## config.mk

```make
export PLATFORM = sky130hd
export DESIGN_NAME = mem_arbiter
export DESIGN_NICKNAME = d
export VERILOG_FILES = /design/src/rtl/mem_arb_pkg.sv /design/src/rtl/mem_arb_pick.sv /design/src/rtl/mem_arbiter.sv
export SDC_FILE = /design/constraint.sdc
export NUM_CORES = 1
export LEC_CHECK = 0
export ABC_CLOCK_PERIOD_IN_PS = 3500
export CORE_MARGIN = 10
export CORE_UTILIZATION = 35
export DETAILED_ROUTE_END_ITERATION = 10
export GPL_TIMING_DRIVEN = 0
export MAX_ROUTING_LAYER = met4
export PLACE_DENSITY_LB_ADDON = 0.25
export SLEW_MARGIN = 20
export SYNTH_ARGS = -nofsm -noshare
export SYNTH_HDL_FRONTEND = slang
export SYNTH_HIERARCHICAL = 1
export SYNTH_SLANG_ARGS = --single-unit
```

## constraint.sdc

```tcl
create_clock -name CLK -period 3.5 [get_ports CLK]
set_input_delay 0.7 -clock CLK [delete_from_list [all_inputs] [get_ports CLK]]
set_output_delay 0.7 -clock CLK [all_outputs]
set_load 0.02 [all_outputs]
```

## src/rtl/mem_arb_pkg.sv

```systemverilog
// Shared types for the two-port memory arbiter: FSM state encoding and port indices.
package mem_arb_pkg;

  typedef enum logic [1:0] {
    IDLE  = 2'd0,
    ISSUE = 2'd1,
    RESP  = 2'd2
  } arb_state_e;

  localparam logic PORT0 = 1'b0;
  localparam logic PORT1 = 1'b1;

endpackage

```

## src/rtl/mem_arb_pick.sv

```systemverilog
// Combinational winner select for the memory arbiter.
// MEM_ARB_ROUND_ROBIN_EN selects round-robin tie breaking; otherwise port 0 has fixed priority.
module mem_arb_pick
  import mem_arb_pkg::*;
(
  input  logic req0,
  input  logic req1,
`ifdef MEM_ARB_ROUND_ROBIN_EN
  input  logic last,
`endif
  output logic any_req,
  output logic winner
);

  always_comb begin
    any_req = req0 | req1;
    winner  = PORT0;
    if (req0 && req1) begin
`ifdef MEM_ARB_ROUND_ROBIN_EN
      // On a tie the port that was not served most recently wins
      winner = ~last;
`else
      winner = PORT0;
`endif
    end else if (req1) begin
      winner = PORT1;
    end
  end

endmodule

```

## src/rtl/mem_arbiter.sv

```systemverilog
// Two-port REQ/ACK arbiter and sequencer in front of a single-port registered-read memory.
// Define MEM_ARB_ROUND_ROBIN_EN for round-robin tie breaking (default: port 0 fixed priority).
module mem_arbiter
  import mem_arb_pkg::*;
#(
  parameter int WIDTH = 8
) (
  input  logic             CLK,
  input  logic             RESET,
  input  logic             REQ0,
  input  logic             REQ1,
  input  logic             RW0,
  input  logic             RW1,
  input  logic [WIDTH-1:0] ADDR0,
  input  logic [WIDTH-1:0] ADDR1,
  input  logic [31:0]      DIN0,
  input  logic [31:0]      DIN1,
  output logic             ACK0,
  output logic             ACK1,
  output logic [31:0]      RDATA0,
  output logic [31:0]      RDATA1,
  output logic             MEM_VALID,
  output logic             MEM_RW,
  output logic [WIDTH-1:0] MEM_ADDR,
  output logic [31:0]      MEM_DIN,
  input  logic [31:0]      MEM_DOUT,
  output logic             BUSY,
  output logic             GRANT
);

  arb_state_e       state_q, state_d;
  logic             mem_valid_q, mem_valid_d;
  logic             mem_rw_q, mem_rw_d;
  logic [WIDTH-1:0] mem_addr_q, mem_addr_d;
  logic [31:0]      mem_din_q, mem_din_d;
  logic             ack0_q, ack0_d;
  logic             ack1_q, ack1_d;
  logic             busy_q, busy_d;
  logic             grant_q, grant_d;
  logic             any_req;
  logic             winner;
`ifdef MEM_ARB_ROUND_ROBIN_EN
  logic             last_q, last_d;
`endif

  mem_arb_pick u_pick (
    .req0    (REQ0),
    .req1    (REQ1),
`ifdef MEM_ARB_ROUND_ROBIN_EN
    .last    (last_q),
`endif
    .any_req (any_req),
    .winner  (winner)
  );

  always_comb begin
    state_d     = state_q;
    mem_valid_d = 1'b0;
    mem_rw_d    = mem_rw_q;
    mem_addr_d  = mem_addr_q;
    mem_din_d   = mem_din_q;
    ack0_d      = 1'b0;
    ack1_d      = 1'b0;
    busy_d      = busy_q;
    grant_d     = grant_q;
`ifdef MEM_ARB_ROUND_ROBIN_EN
    last_d      = last_q;
`endif
    case (state_q)
      IDLE: begin
        busy_d = 1'b0;
        if (any_req) begin
          // The memory pins double as the latch for the granted request
          state_d     = ISSUE;
          grant_d     = winner;
          mem_valid_d = 1'b1;
          mem_rw_d    = winner ? RW1   : RW0;
          mem_addr_d  = winner ? ADDR1 : ADDR0;
          mem_din_d   = winner ? DIN1  : DIN0;
          busy_d      = 1'b1;
`ifdef MEM_ARB_ROUND_ROBIN_EN
          last_d      = winner;
`endif
        end
      end
      ISSUE: begin
        state_d = RESP;
        ack0_d  = (grant_q == PORT0);
        ack1_d  = (grant_q == PORT1);
        busy_d  = 1'b1;
      end
      RESP: begin
        state_d = IDLE;
        busy_d  = 1'b0;
      end
      default: begin
        state_d = IDLE;
        busy_d  = 1'b0;
      end
    endcase
  end

  always_ff @(posedge CLK or posedge RESET) begin
    if (RESET) begin
      state_q     <= IDLE;
      mem_valid_q <= 1'b0;
      mem_rw_q    <= 1'b0;
      mem_addr_q  <= '0;
      mem_din_q   <= '0;
      ack0_q      <= 1'b0;
      ack1_q      <= 1'b0;
      busy_q      <= 1'b0;
      grant_q     <= PORT0;
`ifdef MEM_ARB_ROUND_ROBIN_EN
      last_q      <= PORT1;
`endif
    end else begin
      state_q     <= state_d;
      mem_valid_q <= mem_valid_d;
      mem_rw_q    <= mem_rw_d;
      mem_addr_q  <= mem_addr_d;
      mem_din_q   <= mem_din_d;
      ack0_q      <= ack0_d;
      ack1_q      <= ack1_d;
      busy_q      <= busy_d;
      grant_q     <= grant_d;
`ifdef MEM_ARB_ROUND_ROBIN_EN
      last_q      <= last_d;
`endif
    end
  end

  assign MEM_VALID = mem_valid_q;
  assign MEM_RW    = mem_rw_q;
  assign MEM_ADDR  = mem_addr_q;
  assign MEM_DIN   = mem_din_q;
  assign ACK0      = ack0_q;
  assign ACK1      = ack1_q;
  assign BUSY      = busy_q;
  assign GRANT     = grant_q;
  // Memory read data is only present during the ACK cycle of a read
  assign RDATA0    = (ack0_q && !mem_rw_q) ? MEM_DOUT : '0;
  assign RDATA1    = (ack1_q && !mem_rw_q) ? MEM_DOUT : '0;

endmodule

```

==> flow_summary.ini <==
[setup_path]
r2r-start = state_q[0]$_DFFE_PP0P_
crit_end = RDATA1[20]
startpoint_type = register
worst_r2r_path_depth = 3
arrival_ns = 2.13
cp.required_ns = 2.80
critPathCaptureType = output port
crit_fanout = 10
startpoint = MEM_RW$_DFFE_PP0P_
regToRegEndpoint = MEM_DIN[29]$_DFFE_PP0P_
path_cells = nor2b_1 -> clkbuf_1 -> and2_1 -> clkdlybuf4s50_1
reg2reg_slack_ns = 1.94
max_stage_delay_ns = 0.63
worstSetupPathType = reg2out
cp_slowest_cell = clkdlybuf4s50_1

[clocking]
cts_buffers = 5
cts_hold_buffers = 0
cts_resized = 0
cts_tree = done
clk_latency_ns = 0.30
clk_pin_slew_worst_paths_ns = 0.08
cts_setup_buffers = 0
htree_num_levels = 2
cts_buffer_depth = 2
cts_root_buf = clkbuf_8
clock_sinks = 48

[global_routing]
antenna_found_initial = 0
grt_max_degree = 34
first_global_vias = 2755
track_usage_pct = 16.9
overflow = 0
grt_pass1_wl_mm = 15.0

[yosys]
ys_top_cells_by_area = dfrtp_1, mux2_2, and2_1, buf_6, nor2b_1
synthFlopType = dfrtp_1
synth_top_area_cell = dfrtp_1
synth_edf_count = 0
synth_cell_types = 14
syn_area_sq_um = 2740
synth_top_area_share_pct = 43.9
synth_top_cells_by_count = mux2_2, and2_1, dfrtp_1
synth_seq_cells = 48
synthArstFlopShare_pct = 100
syn_nets = 340
yosysSeqAreaShare_pct = 43.9
syn_avg_cell_area_sq_um = 12.3
synthesis.instances = 222
synthMostInstantiatedCell = mux2_2
yosysWarnings = 6

[sta]
period_needed_ns = 2.83
worst_hold_slack_ns = 0.472
clock.fmax_mhz = 353
rsz0062_at_grt = false
slew-limit-headroom_pct = 70.0
finalHoldViolCount = 0
slew_violations = 0
setup_viol = 0
finalSetupTns_ns = 0
worstMarginPinSlew_ns = 0.450
fin_crit_sh_pct = 80.9
fin_ws_ns = 0.668
finClkSkew_ns = 0.0113

[worst_hold_path]
hp-start = GRANT$_DFFE_PP0P_
hold_path.class = reg2reg

[floorplan]
die_x_um = 108
core-area_sq_um = 7690
pin_count = 228
initial_utilization_pct = 35.6
die-area_sq_um = 11800
num_rows = 32
die_y_um = 108

[routing]
drc = 0
vias = 2576
first_pass_iters = 4
vias_per_cell = 4.61
drt_iter0_markers = 87
drt_wl_total_mm = 10.4
avgRoutedWirePerCell_um = 18.6
ant_nets = 0

[flow_run]
maxCapViolCount = 0

[run_status]
status = completed

[power_and_ir_drop]
totalPowerFinal_mw = 3.32
powerDensity_nw_per_um2 = 634
vdd_drop_max_mv = 0.428
leakage_nw = 2.07

[layout]
num_antenna_cells = 0
fin_area_sq_um = 5240
fin_nets = 575
areaGrowthSynthToFinish_pct = 91.2
drive_gt1_share_pct = 21.9

[placed_design]
post_dp_cell_area_sq_um = 5160
routabilityCongestion = 0.856
io_buffers = 227
post-place-ws_ns = 0.849
dp_hpwl_mm = 9.01
==> layout make-up <==
| type | instances | area [sq um] |
|---|---|---|
| plain buffers | 15 | 118 |
| repair buffers | 228 | 2290 |
| well taps | 102 | 128 |
| flip-flops and latches | 48 | 1200 |
| multi-input cells | 158 | 1420 |
| fillers | 596 | 2450 |
| inverters | 1 | 3.75 |
| clock inverters | 1 | 5.00 |
| clock buffers | 6 | 72.6 |
==> worst min-delay path by stage <==
stage / depth (start not counted) / to / slack, ns
3_3_place_gp: 1 / ACK0$_DFF_PP0_ / 0.45
5_1_grt: 1 / ACK0$_DFF_PP0_ / 0.51
2_1_floorplan: 1 / BUSY$_DFF_PP0_ / 0.50
4_1_cts: 1 / ACK0$_DFF_PP0_ / 0.47
6_report: 1 / ACK0$_DFF_PP0_ / 0.47
3_5_place_dp: 1 / ACK0$_DFF_PP0_ / 0.46
==> sequential cells by signal, indices dropped and copies added, names as in the netlist <==
| signal | cells |
|---|---|
| ACK0 | 1 |
| MEM_VALID | 1 |
| BUSY | 1 |
| MEM_ADDR | 8 |
| ACK1 | 1 |
| MEM_RW | 1 |
| MEM_DIN | 32 |
| state_q | 2 |
| GRANT | 1 |
==> worst max-delay path, delay by kind of cell, from the launching register on <==
family / cells / cell delay, ns
buffers and inverters: 2 / 0.97
and+or+nand+nor: 2 / 0.46
DFF: 1 / 0.41
==> placed cells by master, fill, tap and decap left out, drive strengths merged, types with 2 or more instances in the layout <==
cell type	n
clkbuf	12
buf	10
nor2	2
clkdlybuf4s50	227
nor3b	2
and2	65
nor2b	5
dfrtp	48
mux2	83
==> stage by stage <==
stage,instances,utilization (%)
4_1_cts,559,68.1
5_1_grt,559,68.1
6_report,559,68.1
3_3_place_gp,551,66.8
2_1_floorplan,222,-
3_5_place_dp,552,67.1
==> where the power goes <==
| part | switching [mW] | total, mW | internal (mW) |
|---|---|---|---|
| Sequential | 0.150 | 0.983 | 0.832 |
| Combinational | 0.921 | 2.03 | 1.11 |
| Clock | 0.173 | 0.309 | 0.136 |
| Total | 1.24 | 3.32 | 2.08 |
==> kinds of logic (layout without fill, tap and decap cells) <==
| logic type | Yosys count | in the layout | share of synthesized area [%] |
|---|---|---|---|
| mux | 83 | 83 | 34.3 |
| buf+inv | 16 | 251 | 4.43 |
| simple gates | 75 | 75 | 17.5 |
| flops | 48 | 48 | 43.9 |
==> metal layers <==
metal	track usage (%)	share of wire, %
met5	-	0
met2	31.1	52
met4	2.82	0.50
met3	6.54	11
met1	16.8	37
Power figures use the tool's default switching activity.
